**config.mk**
```make
export PLATFORM = sky130hd
export DESIGN_NAME = booth_r4_seq_mul
export DESIGN_NICKNAME = d
export VERILOG_FILES = /design/src/rtl/booth_pkg.sv /design/src/rtl/booth_r4_encoder.sv /design/src/rtl/booth_r4_seq_mul.sv
export SDC_FILE = /design/constraint.sdc
export NUM_CORES = 1
export LEC_CHECK = 0
export CAP_MARGIN = 20
export CORE_ASPECT_RATIO = 0.7
export CORE_MARGIN = 8
export CORE_UTILIZATION = 56
export DETAILED_ROUTE_END_ITERATION = 12
export GPL_ROUTABILITY_DRIVEN = 0
export PLACE_DENSITY = 0.83
export SLEW_MARGIN = 5
export SYNTH_ARGS = -nofsm -noshare
export SYNTH_HDL_FRONTEND = slang
export SYNTH_HIERARCHICAL = 1
export SYNTH_SLANG_ARGS = --single-unit
```
**constraint.sdc**
```tcl
create_clock -name clk -period 5.7 [get_ports clk]
set_input_delay 0.855 -clock clk [delete_from_list [all_inputs] [get_ports clk]]
set_output_delay 0.855 -clock clk [all_outputs]
set_load 0.1 [all_outputs]
```
**src/rtl/booth_pkg.sv**
```systemverilog
// booth_pkg: shared FSM state type, radix-4 Booth triplet codes and the
// partial-product operation select used by booth_r4_seq_mul.
package booth_pkg;

  typedef enum logic [1:0] {
    IDLE,
    RUN,
    DONE
  } state_t;

  // Multiplier triplet {b[2i+1], b[2i], b[2i-1]} encodings
  localparam logic [2:0] SHIFT0  = 3'b000;
  localparam logic [2:0] PL_ONE0 = 3'b001;
  localparam logic [2:0] PL_ONE1 = 3'b010;
  localparam logic [2:0] PL_TWO  = 3'b011;
  localparam logic [2:0] MI_TWO  = 3'b100;
  localparam logic [2:0] MI_ONE0 = 3'b101;
  localparam logic [2:0] MI_ONE1 = 3'b110;
  localparam logic [2:0] SHIFT1  = 3'b111;

  typedef enum logic [2:0] {
    ZERO,
    P1,
    P2,
    M1,
    M2
  } booth_op_t;

endpackage

```
**src/rtl/booth_r4_encoder.sv**
```systemverilog
// booth_r4_encoder: combinational radix-4 Booth recoder, triplet -> op select.
module booth_r4_encoder
  import booth_pkg::*;
(
  input  logic [2:0] triplet,
  output booth_op_t  op
);

  // Recode the current multiplier triplet into a 0/+-A/+-2A operation
  always_comb begin
    op = ZERO;
    case (triplet)
      SHIFT0, SHIFT1:   op = ZERO;
      PL_ONE0, PL_ONE1: op = P1;
      PL_TWO:           op = P2;
      MI_TWO:           op = M2;
      MI_ONE0, MI_ONE1: op = M1;
      default:          op = ZERO;
    endcase
  end

endmodule

```
**src/rtl/booth_r4_seq_mul.sv**
```systemverilog
// booth_r4_seq_mul: iterative radix-4 Booth multiplier, one triplet per clock.
// Optional macro BOOTH_UNSIGNED_EN adds the is_signed port (unsigned support,
// W/2+1 iterations for every operation); otherwise always signed, W/2 iterations.
module booth_r4_seq_mul
  import booth_pkg::*;
#(
  parameter int unsigned W     = 64,
  parameter int unsigned CNT_W = 8
) (
  input  logic           clk,
  input  logic           reset_n,
  input  logic           start,
  input  logic           clear,
  input  logic [W-1:0]   multiplicand,
  input  logic [W-1:0]   multiplier,
`ifdef BOOTH_UNSIGNED_EN
  input  logic           is_signed,
`endif
  output logic           busy,
  output logic           done,
  output logic [2*W-1:0] result
);

`ifdef BOOTH_UNSIGNED_EN
  localparam int unsigned N = W / 2 + 1;
`else
  localparam int unsigned N = W / 2;
`endif
  // Accumulator half, multiplier field (2 bits per iteration), full P register
  localparam int unsigned AW = W + 2;
  localparam int unsigned BW = 2 * N;
  localparam int unsigned PW = AW + BW + 1;

  if ((W % 2) != 0 || W < 4) begin : g_bad_width
    $error("booth_r4_seq_mul: W must be even and >= 4");
  end

  logic          ext_a;
  logic          ext_b;
  logic [AW-1:0] a_ext;
  logic [BW-1:0] b_ext;

  state_t         state_q;
  logic [AW-1:0]  a_q;
  logic [PW-1:0]  p_q;
  logic [CNT_W-1:0] cnt_q;

  booth_op_t      op;
  logic [AW-1:0]  addend;
  logic           sub;
  logic [AW-1:0]  upper_sum;
  logic [PW-1:0]  p_step;

`ifdef BOOTH_UNSIGNED_EN
  assign ext_a = is_signed & multiplicand[W-1];
  assign ext_b = is_signed & multiplier[W-1];
`else
  assign ext_a = multiplicand[W-1];
  assign ext_b = multiplier[W-1];
`endif

  // Sign/zero-extend operands to their working widths
  always_comb begin
    a_ext          = {AW{ext_a}};
    a_ext[W-1:0]   = multiplicand;
    b_ext          = {BW{ext_b}};
    b_ext[W-1:0]   = multiplier;
  end

  booth_r4_encoder u_encoder (
    .triplet (p_q[2:0]),
    .op      (op)
  );

  // Single shared add/sub on the upper half, then arithmetic shift right by 2
  always_comb begin
    addend = '0;
    sub    = 1'b0;
    case (op)
      P1:      addend = a_q;
      P2:      addend = a_q << 1;
      M1:      begin addend = a_q;      sub = 1'b1; end
      M2:      begin addend = a_q << 1; sub = 1'b1; end
      default: ;
    endcase
    // Negation as ~X + 1 with the +1 folded into the adder carry-in;
    // (~A+1)<<1 equals ~(A<<1)+1 modulo 2**AW.
    upper_sum = p_q[PW-1 -: AW] + (addend ^ {AW{sub}}) + {{(AW-1){1'b0}}, sub};
    p_step    = {{2{upper_sum[AW-1]}}, upper_sum, p_q[PW-AW-1:2]};
  end

  // Control FSM with registered busy/done/result
  always_ff @(posedge clk or negedge reset_n) begin
    if (!reset_n) begin
      state_q <= IDLE;
      a_q     <= '0;
      p_q     <= '0;
      cnt_q   <= '0;
      busy    <= 1'b0;
      done    <= 1'b0;
      result  <= '0;
    end else if (clear) begin
      state_q <= IDLE;
      busy    <= 1'b0;
      done    <= 1'b0;
    end else begin
      case (state_q)
        IDLE: begin
          done <= 1'b0;
          if (start) begin
            a_q     <= a_ext;
            p_q     <= {{AW{1'b0}}, b_ext, 1'b0};
            cnt_q   <= '0;
            busy    <= 1'b1;
            state_q <= RUN;
          end
        end
        RUN: begin
          done  <= 1'b0;
          p_q   <= p_step;
          cnt_q <= cnt_q + 1'b1;
          if (cnt_q == CNT_W'(N - 1)) begin
            busy    <= 1'b0;
            state_q <= DONE;
          end
        end
        DONE: begin
          result <= p_q[2*W:1];
          done   <= 1'b1;
          if (start) begin
            a_q     <= a_ext;
            p_q     <= {{AW{1'b0}}, b_ext, 1'b0};
            cnt_q   <= '0;
            busy    <= 1'b1;
            state_q <= RUN;
          end else begin
            state_q <= IDLE;
          end
        end
        default: begin
          busy    <= 1'b0;
          done    <= 1'b0;
          state_q <= IDLE;
        end
      endcase
    end
  end

endmodule

```
Word-level counts from Yosys, hierarchy flattened
Memories as Yosys holds them, arrays and structs flattened.
Cells that the tools add are included.
{"block": "totals", "ff_bits": 335, "rom_bits": 24, "mem_count": 1, "in_bits": 132, "word_cells": 52}
{"name": "(name not given)", "words": 8, "width": 3, "rd": 1, "rd_clocked_by_memory_dff": 0, "wr": 0, "line": "booth_r4_encoder.sv:12", "text": "case (triplet)"}
{"block": "classes", "eq_ne": 11, "addsub": 3, "bitwise_logic": 2, "reduce_logical": 11, "n_mux": 17}
{"cell": "$pmux 131 s2", "n": 1}
{"cell": "$pmux 66 s2", "n": 1}
{"cell": "$mux 131", "n": 1}
{"cell": "$add 66x1->66", "n": 1}
{"cell": "$add 66x66->66", "n": 1}
{"cell": "$xor 66x66->66", "n": 1}
{"cell": "$pmux 8 s2", "n": 1}
{"cell": "$add 8x1->8 const B", "n": 1}
{"cell": "$eq 8x5->1 const B", "n": 1}
{"cell": "$mux 8", "n": 1}
{"cell": "$reduce_or 2->1", "n": 4}
{"cell": "$mux 1", "n": 7}
{"cell": "$eq 3x2->1 const B", "n": 2}
{"cell": "$mux 2", "n": 3}
{"cell": "$ne 3x3->1 const B", "n": 2}
{"cell": "$pmux 2 s3", "n": 1}
{"cell": "$reduce_and 2->1", "n": 3}
{"cell": "$reduce_and 3->1", "n": 2}
{"cell": "$eq 3x1->1 const B", "n": 1}
{"cell": "$eq 3x3->1 const B", "n": 1}
{"cell": "$ne 3x1->1 const B", "n": 1}
{"cell": "$eq 2x1->1 const B", "n": 1}
{"cell": "$eq 2x2->1 const B", "n": 1}
{"cell": "$logic_not 2->1", "n": 1}
{"cell": "other kinds (4)", "n": 4}

Logic depth before layout (Yosys ltp)
Gate-level depths: netlist of run 1.
An unclocked memory read counts as a cell.
{"block": "logic_depth", "depth_word": 8, "ltp_mapped": 21, "depth_no_buf": 17}

Cells and area by module
The synthesis of run 1 kept the hierarchy.
{"module": "booth_r4_seq_mul", "instances": 1, "area_per_inst_um2": 18222.5, "cells_each": 1887}
{"module": "booth_r4_encoder", "instances": 1, "area_per_inst_um2": 58.8, "cells_each": 7}

Worst setup path after synthesis of run 1
No wires, ideal clock.
{"block": "synth_path", "path_kind": "reg-to-reg", "from": "register p_q[0]", "to": "register p_q[126]", "t_required_ns": 5.574, "arrival_ns": 4.529, "stages_incl_launch_ff": 21, "n_path_buf": 3, "path_slack_ns": 1.045, "cell_sequence": "dfrtp_1 inv_1 ha_1 mux2_4 clkbuf_1 nor2b_1 clkbuf_1 buf_1 a22oi_1 o22ai_1 ha_1 a21oi_1 o21ai_1 o211ai_1 a31oi_1 o211ai_2 o211a_1 o31a_4 o31ai_2 mux2_1 a221o_1"}
{"block": "synth_via", "elab_chain_cells": 8, "word_cells_on_any_way": 14, "cone_classes": "add/sub: 2; eq/ne: 4; mux: 3; bitwise: 1; reduce/logical: 3; memory: 1"}
{"item": "start: declaration", "line": "booth_r4_seq_mul.sv:45", "text": "logic [PW-1:0] p_q;"}
{"item": "start signal: assignment", "line": "booth_r4_seq_mul.sv:112", "text": "p_q <= {{AW{1'b0}}, b_ext, 1'b0};"}
{"item": "start signal: assignment", "line": "booth_r4_seq_mul.sv:120", "text": "p_q <= p_step;"}
{"item": "start signal: assignment", "line": "booth_r4_seq_mul.sv:132", "text": "p_q <= {{AW{1'b0}}, b_ext, 1'b0};"}
{"item": "$mem_v2 8x3 (*)"}
{"item": "named net op[1]", "line": "booth_r4_seq_mul.sv:48", "text": "booth_op_t op;"}
{"item": "$eq 3x3->1, or another cell as far along", "line": "booth_r4_seq_mul.sv:79", "text": "case (op)"}
{"item": "$reduce_or 2->1 (no line)"}
{"item": "$pmux 66 s2 or $mux 1 (tied branches)", "line": "booth_r4_seq_mul.sv:79"}
{"item": "$xor 66x66->66", "line": "booth_r4_seq_mul.sv:88", "text": "upper_sum = p_q[PW-1 -: AW] + (addend ^ {AW{sub}}) + {{(AW-1){1'b0}}, sub};"}
{"item": "$add 66x66->66", "line": "booth_r4_seq_mul.sv:88"}
{"item": "$add 66x1->66 (*)", "line": "booth_r4_seq_mul.sv:88"}
{"item": "$pmux 131 s2 (*)", "line": "booth_r4_seq_mul.sv:107", "text": "case (state_q)"}
The timed path passes the listed nets; every way through them passes the cells marked *.
A chain may end at the register's enable or synchronous reset.

Worst setup path in the final report of run 1
{"block": "layout_path", "from": "register p_q[1]", "to": "register p_q[126]"}
The elaborated chain is that of the path after synthesis.

==> impl_metrics.prom, run 1 <==
# TYPE chip_impl_metric gauge
chip_impl_metric{name="area_delta_synth_final",unit="%"} 21.38
chip_impl_info{name="timing.rr.end",value="p_q[126]$_DFFE_PN0P_"} 1
chip_impl_metric{name="worstSkewPairLatency",unit="ns"} 0.53
chip_impl_metric{name="std_cell_rows",unit=""} 55
chip_impl_metric{name="die_height",unit="um"} 167.2
chip_impl_metric{name="grt.total_usage",unit="%"} 25.81
chip_impl_metric{name="max_ir_drop_vdd",unit="V"} 0.0002572
chip_impl_info{name="rsz0062_at_grt",value="false"} 1
chip_impl_metric{name="grt_pass1_wl",unit="mm"} 82.27
chip_impl_info{name="regToRegStartpoint",value="p_q[1]$_DFFE_PN0P_"} 1
chip_impl_metric{name="htree_levels",unit=""} 2
chip_impl_metric{name="seq_area_frac_synth",unit="%"} 45.58
chip_impl_metric{name="final.min_clock_period",unit="ns"} 5.450
chip_impl_metric{name="syn_area_per_cell",unit="sq um"} 9.652
chip_impl_metric{name="cts_setup_buffers",unit=""} 0
chip_impl_metric{name="drt-wirelength-per-cell",unit="um"} 20.37
chip_impl_metric{name="fmaxAchievable",unit="MHz"} 183.5
chip_impl_metric{name="drv_cap",unit=""} 0
chip_impl_metric{name="detail_route.drc_violations",unit=""} 0
chip_impl_metric{name="post_synth_edffs",unit=""} 0
chip_impl_info{name="crit_top_cell",value="sky130_fd_sc_hd__buf_4"} 1
chip_impl_metric{name="critical-path-max-stage-delay",unit="ns"} 0.61
chip_impl_metric{name="num-nets-final",unit=""} 2286
chip_impl_info{name="crit_slowest_cell",value="sky130_fd_sc_hd__buf_4"} 1
chip_impl_metric{name="grt_pass1_vias",unit=""} 15110
chip_impl_metric{name="grt_overflow_total",unit=""} 0
chip_impl_metric{name="clock_skew",unit="ns"} 0.02012
chip_impl_metric{name="dieWidth",unit="um"} 232.0
chip_impl_metric{name="syn-cell-area",unit="sq um"} 18280
chip_impl_metric{name="antenna_left",unit=""} 0
chip_impl_metric{name="worst_pin_slew",unit="ns"} 1.107
chip_impl_info{name="worstSetupEndpointType",value="flip-flop"} 1
chip_impl_metric{name="grt_start_max_net_pins",unit=""} 123
chip_impl_metric{name="via_count",unit=""} 15493
chip_impl_metric{name="clock_sink_count",unit=""} 333
chip_impl_metric{name="post_dr_vias_cell",unit=""} 6.109
chip_impl_metric{name="worstPathArrival",unit="ns"} 5.87
chip_impl_metric{name="synthesized_netlist_cell_count",unit=""} 1894
chip_impl_metric{name="post_synth_num_cell_types",unit=""} 66
chip_impl_metric{name="fin_hold_ws",unit="ns"} 0.3798
chip_impl_metric{name="async_reset_ff_share",unit="%"} 100.0
chip_impl_metric{name="timing.setup.tns",unit="ns"} 0
chip_impl_metric{name="worst-r2r-setup-slack",unit="ns"} 0.25
chip_impl_metric{name="r2r.worst_path.cells",unit=""} 18
chip_impl_metric{name="hold_violations",unit=""} 0
chip_impl_metric{name="detailed_place_hpwl",unit="mm"} 36.70
chip_impl_metric{name="cts_buffers",unit=""} 35
chip_impl_metric{name="maxSlewViolCount",unit=""} 0
chip_impl_metric{name="clk_transition_reported_paths",unit="ns"} 0.07
chip_impl_metric{name="post_synthesis_net_count",unit=""} 2094
chip_impl_metric{name="cellLeakagePower",unit="nW"} 10.41
chip_impl_metric{name="layout_worst_path_cycle_share",unit="%"} 95.61
chip_impl_metric{name="required",unit="ns"} 6.12
chip_impl_metric{name="port-buffer-count",unit=""} 261
chip_impl_metric{name="dieArea",unit="sq um"} 38770
chip_impl_metric{name="timing.final.setup_violations",unit=""} 0
chip_impl_info{name="ctsRootBufferMaster",value="sky130_fd_sc_hd__clkbuf_16"} 1
chip_impl_info{name="status",value="completed"} 1
chip_impl_metric{name="slew-limit-headroom",unit="%"} 26.20
chip_impl_metric{name="start_util",unit="%"} 56.76
chip_impl_metric{name="worst_path_depth",unit=""} 18
chip_impl_metric{name="synth-warning-count",unit=""} 6
chip_impl_info{name="timing.critical_path.from_type",value="flip-flop"} 1
chip_impl_metric{name="pwrdens",unit="nW/um^2"} 397.2
chip_impl_metric{name="totalWireLength",unit="mm"} 51.65
chip_impl_metric{name="core-area",unit="sq um"} 32210
chip_impl_metric{name="post_route_cells_drive_above_1_share",unit="%"} 10.27
chip_impl_metric{name="detail_route.first_pass.iterations",unit=""} 8
chip_impl_metric{name="cts.hold.buffers_added",unit=""} 0
chip_impl_metric{name="path_max_fanout",unit=""} 65
chip_impl_metric{name="synthesized_flop_and_latch_total",unit=""} 333
chip_impl_info{name="ys.flop_type",value="sky130_fd_sc_hd__dfrtp_1"} 1
chip_impl_info{name="crit_type",value="flip-flop to flip-flop"} 1
chip_impl_info{name="family_of_cells_with_the_greatest_summed_delay_on_the_critical_path",value="compound AO/OA/AOI/OAI gates"} 1
chip_impl_metric{name="post_cts.resized_instances",unit=""} 0
chip_impl_info{name="crit_path_cell_trace",value="inv_1 -> ha_2 -> buf_4 -> nor2b_4 -> buf_4 -> a22oi_1 -> o22ai_1 -> ha_1 -> nand2_1 -> o21ai_0 -> nor3_1 -> a31oi_1 -> o211ai_2 -> o211a_1 -> o31a_4 -> o31ai_2 -> mux2_1 -> a221o_1"} 1
chip_impl_info{name="clock_tree_from_tritoncts",value="built"} 1
chip_impl_metric{name="critical_path_buf_inv_count",unit=""} 3
chip_impl_metric{name="first_iter_violations",unit=""} 1741
chip_impl_metric{name="cts.path.max_buffers",unit=""} 3
chip_impl_metric{name="grt_antenna_before_repair",unit=""} 5
chip_impl_info{name="worstHoldPathType",value="input pin to asynchronous set/reset pin"} 1
chip_impl_metric{name="pin_count",unit=""} 262
## how the worst max path moves through the flow
stage                            start              endpoint  slack, ns
floorplan           p_q[0]$_DFFE_PN0P_  p_q[126]$_DFFE_PN0P_       1.04
global placement    p_q[1]$_DFFE_PN0P_  p_q[111]$_DFFE_PN0P_       0.60
detailed placement  p_q[1]$_DFFE_PN0P_  p_q[117]$_DFFE_PN0P_       0.48
CTS                 p_q[1]$_DFFE_PN0P_  p_q[126]$_DFFE_PN0P_       0.43
global route        p_q[1]$_DFFE_PN0P_  p_q[127]$_DFFE_PN0P_       0.04
finish              p_q[1]$_DFFE_PN0P_  p_q[126]$_DFFE_PN0P_       0.25
## cell usage after synthesis (3+ instances only)
cell type | instances | share of area, %
sky130_fd_sc_hd__o21bai_1 | 13 | 0.53
sky130_fd_sc_hd__a311oi_1 | 3 | 0.14
sky130_fd_sc_hd__nand2_1 | 372 | 7.6
sky130_fd_sc_hd__xor2_1 | 90 | 4.3
sky130_fd_sc_hd__dfrtp_1 | 333 | 46
sky130_fd_sc_hd__nor3b_1 | 3 | 0.12
sky130_fd_sc_hd__nor2b_1 | 5 | 0.17
sky130_fd_sc_hd__xnor2_1 | 31 | 1.5
sky130_fd_sc_hd__and2_1 | 8 | 0.27
sky130_fd_sc_hd__o21ai_1 | 10 | 0.27
sky130_fd_sc_hd__o211ai_1 | 4 | 0.16
sky130_fd_sc_hd__a41oi_1 | 3 | 0.14
sky130_fd_sc_hd__o21ai_0 | 153 | 4.2
sky130_fd_sc_hd__nor3_1 | 13 | 0.36
sky130_fd_sc_hd__a21o_1 | 33 | 1.4
sky130_fd_sc_hd__clkbuf_1 | 106 | 2.2
sky130_fd_sc_hd__a211oi_1 | 7 | 0.29
sky130_fd_sc_hd__ha_1 | 67 | 4.6
sky130_fd_sc_hd__mux2_2 | 128 | 7.9
sky130_fd_sc_hd__or3_1 | 5 | 0.17
sky130_fd_sc_hd__nand4_1 | 12 | 0.41
sky130_fd_sc_hd__o31ai_1 | 15 | 0.62
sky130_fd_sc_hd__a22oi_1 | 62 | 2.5
sky130_fd_sc_hd__mux2i_1 | 64 | 3.5
sky130_fd_sc_hd__nor2_1 | 43 | 0.88
sky130_fd_sc_hd__a21oi_1 | 85 | 2.3
sky130_fd_sc_hd__buf_1 | 16 | 0.33
sky130_fd_sc_hd__o22ai_1 | 66 | 2.3
sky130_fd_sc_hd__a31oi_1 | 14 | 0.48
sky130_fd_sc_hd__nand2b_1 | 6 | 0.21
sky130_fd_sc_hd__inv_1 | 25 | 0.51
sky130_fd_sc_hd__a2111oi_0 | 3 | 0.14
sky130_fd_sc_hd__a22o_1 | 4 | 0.19
sky130_fd_sc_hd__o21a_1 | 9 | 0.37
sky130_fd_sc_hd__nor4_1 | 3 | 0.10
sky130_fd_sc_hd__and3_1 | 10 | 0.34
sky130_fd_sc_hd__nand3_1 | 31 | 0.85
sky130_fd_sc_hd__o31ai_2 | 4 | 0.27
## metal layers
| layer | wire [um] | global-route usage [%] | vias to the layer above |
|---|---|---|---|
| met5 | 0 | 0 | - |
| met4 | 1565 | 8.959 | 0 |
| met3 | 4081 | 5.166 | 111 |
| met2 | 23820 | 39.36 | 658 |
| met1 | 22180 | 36.38 | 7604 |
| li1 | - | - | 7120 |
## cells in the final DEF, fill, tap and decap left out, types with 12 or more instances in the layout
cell and instances:
sky130_fd_sc_hd__a21o_1 33, sky130_fd_sc_hd__a21oi_1 85, sky130_fd_sc_hd__a22oi_1 62, sky130_fd_sc_hd__a31oi_1 14, sky130_fd_sc_hd__buf_4 15, sky130_fd_sc_hd__clkbuf_16 35, sky130_fd_sc_hd__clkdlybuf4s50_1 260, sky130_fd_sc_hd__dfrtp_1 332
sky130_fd_sc_hd__ha_1 66, sky130_fd_sc_hd__inv_1 25, sky130_fd_sc_hd__mux2_2 128, sky130_fd_sc_hd__mux2i_1 64, sky130_fd_sc_hd__nand2_1 371, sky130_fd_sc_hd__nand3_1 31, sky130_fd_sc_hd__nand4_1 12, sky130_fd_sc_hd__nor2_1 42
sky130_fd_sc_hd__nor3_1 13, sky130_fd_sc_hd__o21ai_0 153, sky130_fd_sc_hd__o21bai_1 13, sky130_fd_sc_hd__o22ai_1 66, sky130_fd_sc_hd__o31ai_1 15, sky130_fd_sc_hd__xnor2_1 31, sky130_fd_sc_hd__xor2_1 90
## kinds of logic after synthesis
| kind of cell | after synthesis | synth area share, % |
|---|---|---|
| adders and majority gates | 68 | 4.695 |
| AOI/OAI and AO/OA | 507 | 17.32 |
| DFF | 333 | 45.58 |
| xor gates and xnor gates | 121 | 5.797 |
| buffers and inverters | 149 | 3.073 |
| muxes | 194 | 11.53 |
| and+or+nand+nor | 522 | 12.00 |
## where the power goes
part | leakage [nW] | internal [mW] | total (mW) | switching [mW]
Combinational | 5.50 | 1.34 | 3.49 | 2.14
Sequential | 4.42 | 2.76 | 3.22 | 0.463
Clock | 0.493 | 1.19 | 2.11 | 0.920
## cell type report
cell class | count | area (sq um)
multi-input cells | 1412 | 9415
fillers | 2471 | 10020
flip-flops and latches | 333 | 8337
clock inverters | 9 | 80.08
inverters | 25 | 93.84
well taps | 427 | 534.3
diodes | 5 | 12.51
repair buffers | 279 | 2790
clock buffers | 46 | 927.1
## sequential cells by signal, indices dropped and copies added, names as in the netlist
register,count
cnt_q,8
a_q,64
state_q,2
busy,1
p_q,129
done,1
result,128
## through the flow
stage               utilization [%]  std cells  area, sq um  power, mW  setup WS, ns
global placement              65.73       2476        21170      6.456        0.6028
finish                        68.90       2536        22190      8.814        0.2502
detailed placement            65.73       2476        21170      6.616        0.4793
floorplan                         -       1894        18280      5.629         1.045
global route                  68.90       2536        22190      9.327       0.04335
CTS                           68.86       2531        22180      8.746        0.4265
Note: power is estimated with default switching activity, not from simulation.
==> inputs of run 2 (changes only) <==
- CORE_UTILIZATION: 56 -> 50
- HOLD_SLACK_MARGIN: not set -> 0.02
- PLACE_DENSITY: 0.83 -> 0.75
==> run 2 against run 1 <==
Effect of this change:
- power increased by 3.9%
- final cell count up 2.5%
- final area rose by 1.5%
- register-to-register slack better by 0.22 ns
- critical path type unchanged
- clock power grew 16%
- setup slack better by 0.22 ns
- maximum frequency up 4.1%
- routed wire length increased by 1.1%
- critical path depth decreased by 1
- largest power group unchanged
- highest routed layer unchanged
- die area is 11% higher
- count of clock-buffer cells in the layout unchanged
==> impl_metrics.prom, run 2 (synthesis gave the netlist of run 1 again) <==
# TYPE chip_impl_metric gauge
chip_impl_info{name="status",value="completed"} 1
chip_impl_info{name="crit_path_cell_trace",value="inv_1 -> ha_2 -> mux2_4 -> or3b_2 -> o22ai_1 -> fa_1 -> a211oi_1 -> o21a_1 -> o21ai_1 -> a31oi_1 -> a21oi_1 -> a31oi_1 -> buf_4 -> o31ai_1 -> a41oi_1 -> xnor2_1 -> o21ai_0"} 1
chip_impl_metric{name="dieWidth",unit="um"} 244.5
chip_impl_info{name="timing.rr.end",value="p_q[113]$_DFFE_PN0P_"} 1
chip_impl_metric{name="die_height",unit="um"} 176.0
chip_impl_metric{name="worstPathArrival",unit="ns"} 5.63
chip_impl_metric{name="switching_power",unit="mW"} 3.580
chip_impl_metric{name="grtUsageMet3",unit="%"} 3.835
chip_impl_metric{name="htree_levels",unit=""} 2
chip_impl_metric{name="via_count",unit=""} 15270
chip_impl_info{name="regMostFlops",value="p_q"} 1
chip_impl_metric{name="clock_sink_count",unit=""} 333
chip_impl_metric{name="cellLeakagePower",unit="nW"} 10.53
chip_impl_metric{name="layout_worst_path_cycle_share",unit="%"} 91.83
chip_impl_info{name="timing.critical_path.from_type",value="flip-flop"} 1
chip_impl_metric{name="clk_transition_reported_paths",unit="ns"} 0.06
chip_impl_metric{name="globalRouteMet1Util",unit="%"} 34.03
chip_impl_metric{name="gr-usage-met2",unit="%"} 37.12
chip_impl_metric{name="detail_route.first_pass.iterations",unit=""} 6
chip_impl_info{name="layout.cells.most_common_list",value="371 x sky130_fd_sc_hd__nand2_1, 332 x sky130_fd_sc_hd__dfrtp_1, 260 x sky130_fd_sc_hd__clkdlybuf4s50_1"} 1
chip_impl_metric{name="largest_register_ff_count",unit=""} 129
chip_impl_metric{name="num-fill-cells",unit=""} 3015
chip_impl_info{name="crit_type",value="flip-flop to flip-flop"} 1
chip_impl_metric{name="pin_count",unit=""} 262
chip_impl_metric{name="required",unit="ns"} 6.09
chip_impl_metric{name="clock_power_share",unit="%"} 26.8
chip_impl_metric{name="grt.total_usage",unit="%"} 23.80
chip_impl_metric{name="timing.setup.tns",unit="ns"} 0
chip_impl_metric{name="internal_power",unit="mW"} 5.577
chip_impl_metric{name="critical-path-max-stage-delay",unit="ns"} 0.83
chip_impl_info{name="rsz0062_at_grt",value="false"} 1
chip_impl_metric{name="dieArea",unit="sq um"} 43040
chip_impl_metric{name="grt_antenna_before_repair",unit=""} 5
chip_impl_metric{name="totalWireLength",unit="mm"} 52.21
chip_impl_metric{name="drv_cap",unit=""} 0
chip_impl_metric{name="detail_route.drc_violations",unit=""} 0
chip_impl_metric{name="slew-limit-headroom",unit="%"} 26.20
chip_impl_metric{name="num-nets-final",unit=""} 2288
chip_impl_metric{name="timing.final.setup_violations",unit=""} 0
chip_impl_info{name="clock_tree_from_tritoncts",value="built"} 1
chip_impl_metric{name="p_comb_share",unit="%"} 38.0
chip_impl_metric{name="cts_setup_buffers",unit=""} 0
chip_impl_metric{name="instances_no_fill",unit=""} 2599
chip_impl_metric{name="std_cell_rows",unit=""} 58
chip_impl_metric{name="grt_overflow_total",unit=""} 0
chip_impl_metric{name="path_max_fanout",unit=""} 38
chip_impl_info{name="grt_most_used_layer",value="met2"} 1
chip_impl_info{name="worstSetupEndpointType",value="flip-flop"} 1
chip_impl_metric{name="maxSlewViolCount",unit=""} 0
chip_impl_metric{name="worstSkewPairLatency",unit="ns"} 0.55
chip_impl_info{name="crit_slowest_cell",value="sky130_fd_sc_hd__or3b_2"} 1
chip_impl_metric{name="worst-r2r-setup-slack",unit="ns"} 0.47
chip_impl_metric{name="antenna_left",unit=""} 0
chip_impl_info{name="layout.cells.most_common",value="sky130_fd_sc_hd__nand2_1"} 1
chip_impl_metric{name="area_delta_synth_final",unit="%"} 23.22
chip_impl_metric{name="start_util",unit="%"} 50.79
chip_impl_metric{name="fmaxAchievable",unit="MHz"} 191.0
chip_impl_metric{name="cts.hold.buffers_added",unit=""} 0
chip_impl_metric{name="power.sequential.fraction",unit="%"} 35.2
chip_impl_info{name="worstHoldPathType",value="input pin to asynchronous set/reset pin"} 1
chip_impl_metric{name="r2r.worst_path.cells",unit=""} 17
chip_impl_metric{name="max_ir_drop_vdd",unit="V"} 0.0002580
chip_impl_metric{name="post_dr_vias_cell",unit=""} 5.875
chip_impl_metric{name="final.min_clock_period",unit="ns"} 5.234
chip_impl_metric{name="switching_part_of_the_total",unit="%"} 39.10
chip_impl_metric{name="pwrdens",unit="nW/um^2"} 406.5
chip_impl_info{name="regToRegStartpoint",value="p_q[0]$_DFFE_PN0P_"} 1
chip_impl_metric{name="detailed_place_hpwl",unit="mm"} 37.47
chip_impl_metric{name="worst_pin_slew",unit="ns"} 1.107
chip_impl_metric{name="first_iter_violations",unit=""} 1486
chip_impl_metric{name="grt_pass1_vias",unit=""} 15098
chip_impl_metric{name="cts.path.max_buffers",unit=""} 3
chip_impl_metric{name="grt_pass1_wl",unit="mm"} 84.18
chip_impl_metric{name="drt-wirelength-per-cell",unit="um"} 20.09
chip_impl_metric{name="core-area",unit="sq um"} 35990
chip_impl_info{name="crit_top_cell",value="sky130_fd_sc_hd__a31oi_1"} 1
chip_impl_metric{name="clock_skew",unit="ns"} 0.03066
chip_impl_metric{name="hold_violations",unit=""} 0
chip_impl_metric{name="cts_buffers",unit=""} 35
chip_impl_metric{name="grt_start_max_net_pins",unit=""} 126
chip_impl_metric{name="placed_cells",unit=""} 2530
chip_impl_metric{name="post_cts.resized_instances",unit=""} 0
chip_impl_info{name="ctsRootBufferMaster",value="sky130_fd_sc_hd__clkbuf_16"} 1
chip_impl_metric{name="post_route_cells_drive_above_1_share",unit="%"} 10.83
chip_impl_metric{name="port-buffer-count",unit=""} 261
chip_impl_info{name="top_regs",value="p_q (129), result (128), a_q (64)"} 1
## run 2: layout make-up
class	count	area (sq um)	area share, %
clock buffers	46	957.2	4.249
inverters	25	93.84	0.4166
clock inverters	17	259.0	1.150
diodes	5	12.51	0.05555
well taps	480	600.6	2.666
flip-flops and latches	333	8337	37.01
repair buffers	281	2850	12.65
multi-input cells	1412	9415	41.80
## run 2: worst max-delay path, delay by kind of cell (launching register included)
kind / cells / cell delay [ns]
buffers and inverters: 2 / 0.30
flip-flops: 1 / 0.40
XOR/XNOR: 1 / 0.18
AND/OR/NAND/NOR: 1 / 0.83
multiplexers: 1 / 0.35
adder cells (fa/ha/maj): 2 / 0.58
AO/OA/AOI/OAI: 10 / 2.45
## run 2: worst max-delay path by stage
stage / endpoint / start / slack, ns
3_3_place_gp: p_q[113]$_DFFE_PN0P_ / p_q[1]$_DFFE_PN0P_ / 0.71
3_5_place_dp: p_q[126]$_DFFE_PN0P_ / p_q[1]$_DFFE_PN0P_ / 0.58
6_report: p_q[113]$_DFFE_PN0P_ / p_q[0]$_DFFE_PN0P_ / 0.47
4_1_cts: p_q[126]$_DFFE_PN0P_ / p_q[1]$_DFFE_PN0P_ / 0.57
2_1_floorplan: p_q[126]$_DFFE_PN0P_ / p_q[0]$_DFFE_PN0P_ / 1.04
5_1_grt: p_q[129]$_DFFE_PN0P_ / p_q[1]$_DFFE_PN0P_ / 0.20
## run 2: stage by stage
| stage | total power, mW | cell area (sq um) | util, % | hold WS [ns] | setup WS [ns] |
|---|---|---|---|---|---|
| 2_1_floorplan | 5.629 | 18280 | - | 0.4521 | 1.045 |
| 3_3_place_gp | 6.515 | 21270 | 59.09 | 0.4726 | 0.7126 |
| 3_5_place_dp | 6.639 | 21270 | 59.09 | 0.4729 | 0.5820 |
| 4_1_cts | 9.130 | 22490 | 62.47 | 0.4343 | 0.5739 |
| 5_1_grt | 9.709 | 22530 | 62.58 | 0.4480 | 0.1990 |
| 6_report | 9.158 | 22530 | 62.58 | 0.3752 | 0.4657 |
## run 2: power groups by stage
stage	Combinational [mW]	Sequential, mW	Clock, mW
finish	3.48	3.22	2.45
global route	3.84	3.27	2.59
CTS	3.41	3.22	2.50
detailed placement	3.39	3.25	0
global placement	3.28	3.23	0
floorplan	2.57	3.06	0
## run 2: per-layer routing
layer / up-vias / routed length (um)
li1: 7133 / -
met1: 7464 / 23240
met2: 580 / 23790
met3: 93 / 3768
met4: 0 / 1409
met5: - / 0
==> inputs of run 3 (changes only) <==
- CORE_UTILIZATION: 50 -> 47
- PLACE_DENSITY: 0.75 -> 0.71
==> run 3 against run 2 <==
Effect of this change:
- first-iteration DRC count down 3.7%
- largest power group unchanged
- sequential power about the same
- routed wire length rose by 0.47%
- die area rose by 5.9%
- clock skew fell by 0.0031 ns
- sequential cell count is the same
- combinational power about the same
- count of clock-buffer cells in the layout rose by 5
- power shrank 0.79%
- highest routed layer is now met5
==> impl_metrics.prom, run 3 (synthesis gave the netlist of run 1 again) <==
# TYPE chip_impl_metric gauge
chip_impl_info{name="status",value="completed"} 1
chip_impl_metric{name="via_count",unit=""} 15095
chip_impl_metric{name="grt_pass1_wl",unit="mm"} 83.74
chip_impl_info{name="regToRegStartpoint",value="p_q[1]$_DFFE_PN0P_"} 1
chip_impl_info{name="regMostFlops",value="p_q"} 1
chip_impl_metric{name="start_util",unit="%"} 47.65
chip_impl_info{name="worstSetupEndpointType",value="flip-flop"} 1
chip_impl_metric{name="r2r.worst_path.cells",unit=""} 18
chip_impl_metric{name="post_route_cells_drive_above_1_share",unit="%"} 10.61
chip_impl_info{name="timing.critical_path.from_type",value="flip-flop"} 1
chip_impl_metric{name="pwrdens",unit="nW/um^2"} 403.6
chip_impl_metric{name="cts.path.max_buffers",unit=""} 3
chip_impl_metric{name="first_iter_violations",unit=""} 1431
chip_impl_metric{name="worst_pin_slew",unit="ns"} 1.076
chip_impl_metric{name="std_cell_rows",unit=""} 60
chip_impl_metric{name="cts_setup_buffers",unit=""} 0
chip_impl_metric{name="clk_transition_reported_paths",unit="ns"} 0.07
chip_impl_metric{name="post_dr_vias_cell",unit=""} 5.713
chip_impl_metric{name="worstSkewPairLatency",unit="ns"} 0.54
chip_impl_metric{name="grt_pass1_vias",unit=""} 14824
chip_impl_info{name="layout.cells.most_common",value="sky130_fd_sc_hd__nand2_1"} 1
chip_impl_metric{name="hold_violations",unit=""} 0
chip_impl_metric{name="pin_count",unit=""} 262
chip_impl_metric{name="detail_route.drc_violations",unit=""} 0
chip_impl_metric{name="cts_buffers",unit=""} 35
chip_impl_metric{name="totalWireLength",unit="mm"} 52.45
chip_impl_metric{name="grt.total_usage",unit="%"} 22.41
chip_impl_metric{name="critical-path-max-stage-delay",unit="ns"} 0.53
chip_impl_metric{name="placed_area",unit="sq um"} 21320
chip_impl_metric{name="detailed_place_hpwl",unit="mm"} 37.77
chip_impl_metric{name="cellLeakagePower",unit="nW"} 10.49
chip_impl_info{name="clock_tree_from_tritoncts",value="built"} 1
chip_impl_metric{name="fin_hold_ws",unit="ns"} 0.3459
chip_impl_metric{name="dieArea",unit="sq um"} 45560
chip_impl_metric{name="instances_no_fill",unit=""} 2642
chip_impl_info{name="crit_slowest_cell",value="sky130_fd_sc_hd__ha_2"} 1
chip_impl_metric{name="core-area",unit="sq um"} 38360
chip_impl_metric{name="layout_worst_path_cycle_share",unit="%"} 94.24
chip_impl_info{name="crit_path_cell_trace",value="inv_1 -> ha_2 -> mux2_4 -> nor2b_4 -> buf_4 -> a22oi_1 -> o22ai_1 -> ha_1 -> a21oi_1 -> o21bai_1 -> a21oi_1 -> o21ai_0 -> a221o_1 -> a31oi_2 -> o21ba_2 -> a21boi_1 -> or3_1 -> a32o_1"} 1
chip_impl_metric{name="cts.hold.buffers_added",unit=""} 0
chip_impl_metric{name="grt_overflow_total",unit=""} 0
chip_impl_metric{name="drt-wirelength-per-cell",unit="um"} 19.85
chip_impl_metric{name="largest_register_ff_count",unit=""} 129
chip_impl_metric{name="slew-limit-headroom",unit="%"} 28.28
chip_impl_metric{name="grt_antenna_before_repair",unit=""} 5
chip_impl_metric{name="final_area",unit="sq um"} 22510
chip_impl_metric{name="num-nets-final",unit=""} 2287
chip_impl_metric{name="worst-r2r-setup-slack",unit="ns"} 0.33
chip_impl_info{name="rsz0062_at_grt",value="false"} 1
chip_impl_info{name="crit_type",value="flip-flop to flip-flop"} 1
chip_impl_metric{name="port-buffer-count",unit=""} 261
chip_impl_metric{name="placed_cells",unit=""} 2576
chip_impl_info{name="ctsRootBufferMaster",value="sky130_fd_sc_hd__clkbuf_16"} 1
chip_impl_info{name="worstHoldPathType",value="input pin to asynchronous set/reset pin"} 1
chip_impl_info{name="layout.cells.most_common_list",value="371 x sky130_fd_sc_hd__nand2_1, 332 x sky130_fd_sc_hd__dfrtp_1, 260 x sky130_fd_sc_hd__clkdlybuf4s50_1"} 1
chip_impl_metric{name="drv_cap",unit=""} 0
chip_impl_info{name="timing.rr.end",value="p_q[117]$_DFFE_PN0P_"} 1
chip_impl_metric{name="worstPathArrival",unit="ns"} 5.79
chip_impl_info{name="worstSetupStartpoint",value="p_q[1]$_DFFE_PN0P_"} 1
chip_impl_metric{name="grt_start_max_net_pins",unit=""} 130
chip_impl_info{name="top_regs",value="p_q (129), result (128), a_q (64)"} 1
chip_impl_metric{name="final.min_clock_period",unit="ns"} 5.372
chip_impl_metric{name="path_max_fanout",unit=""} 33
chip_impl_metric{name="required",unit="ns"} 6.12
chip_impl_metric{name="timing.final.setup_violations",unit=""} 0
chip_impl_info{name="crit_top_cell",value="sky130_fd_sc_hd__a21oi_1"} 1
chip_impl_metric{name="max_ir_drop_vdd",unit="V"} 0.0002415
chip_impl_metric{name="pre_cts_ws",unit="ns"} 0.1754
chip_impl_metric{name="worst_slack",unit="ns"} 0.3284
chip_impl_metric{name="antenna_left",unit=""} 0
chip_impl_metric{name="fmaxAchievable",unit="MHz"} 186.2
chip_impl_metric{name="htree_levels",unit=""} 2
chip_impl_metric{name="maxSlewViolCount",unit=""} 0
chip_impl_metric{name="clock_skew",unit="ns"} 0.02755
chip_impl_metric{name="area_delta_synth_final",unit="%"} 23.15
chip_impl_metric{name="clock_sink_count",unit=""} 333
chip_impl_metric{name="detail_route.first_pass.iterations",unit=""} 6
chip_impl_metric{name="dieWidth",unit="um"} 251.7
chip_impl_metric{name="die_height",unit="um"} 181.0
chip_impl_metric{name="timing.setup.tns",unit="ns"} 0
-- run 3: cell count changes in the layout (fill, tap and decap cells not counted), moves of 2 or more --
cell and change:
sky130_fd_sc_hd__clkbuf_1 +4, sky130_fd_sc_hd__buf_12 -2, sky130_fd_sc_hd__bufinv_16 -2, sky130_fd_sc_hd__clkinv_4 -2, sky130_fd_sc_hd__diode_2 -2, sky130_fd_sc_hd__inv_6 -2
-- run 3: area by class of cell --
type	count	area (sq um)
fillers	3243	15850
multi-input cells	1413	9433
flip-flops and latches	333	8337
repair buffers	279	2810
clock buffers	51	997.2
well taps	527	659.4
clock inverters	11	175.2
inverters	25	93.84
diodes	3	7.507
-- run 3: worst max-delay path: cells and delay by family, from the launching register on --
family / cells / cell delay (ns)
AO/OA/AOI/OAI: 11 / 2.37
adder cells (fa/ha/maj): 2 / 0.85
AND/OR/NAND/NOR: 2 / 0.79
buffers and inverters: 2 / 0.49
flip-flops: 1 / 0.39
multiplexers: 1 / 0.37
-- run 3: power by group --
part | switching (mW) | total, mW | leakage [nW] | internal, mW
logic | 2.12 | 3.47 | 5.50 | 1.35
clock network | 0.965 | 2.37 | 0.565 | 1.40
registers | 0.490 | 3.25 | 4.42 | 2.76
total | 3.58 | 9.09 | 10.5 | 5.51
-- run 3: worst max path at each step --
stage,depth (start not counted),slack (ns),endpoint
after global placement,18,0.41,p_q[117]$_DFFE_PN0P_
after floorplan,20,1.04,p_q[126]$_DFFE_PN0P_
after detailed placement,18,0.18,p_q[117]$_DFFE_PN0P_
after global routing,18,0.05,p_q[126]$_DFFE_PN0P_
after CTS,18,0.14,p_q[117]$_DFFE_PN0P_
final,18,0.33,p_q[117]$_DFFE_PN0P_
-- run 3: metrics by stage --
stage / power, mW / utilization [%]
final: 9.086 / 58.69
after CTS: 9.052 / 58.62
after global routing: 9.651 / 58.69
after floorplan: 5.629 / -
after detailed placement: 6.647 / 55.56
after global placement: 6.544 / 55.49
-- run 3: timing repair --
action                                  CTS  global route
hold endpoints to repair                  0             0
endpoints found under the setup margin    0            10
gates resized for setup                   0             2
-- run 3: metal layers --
metal / up-vias / routed length, um / GRT usage [%]
li1: 7130 / - / -
met1: 7334 / 24130 / 32.22
met2: 535 / 23420 / 33.98
met3: 92 / 3458 / 4.143
met4: 4 / 1423 / 6.831
met5: - / 27 / 0
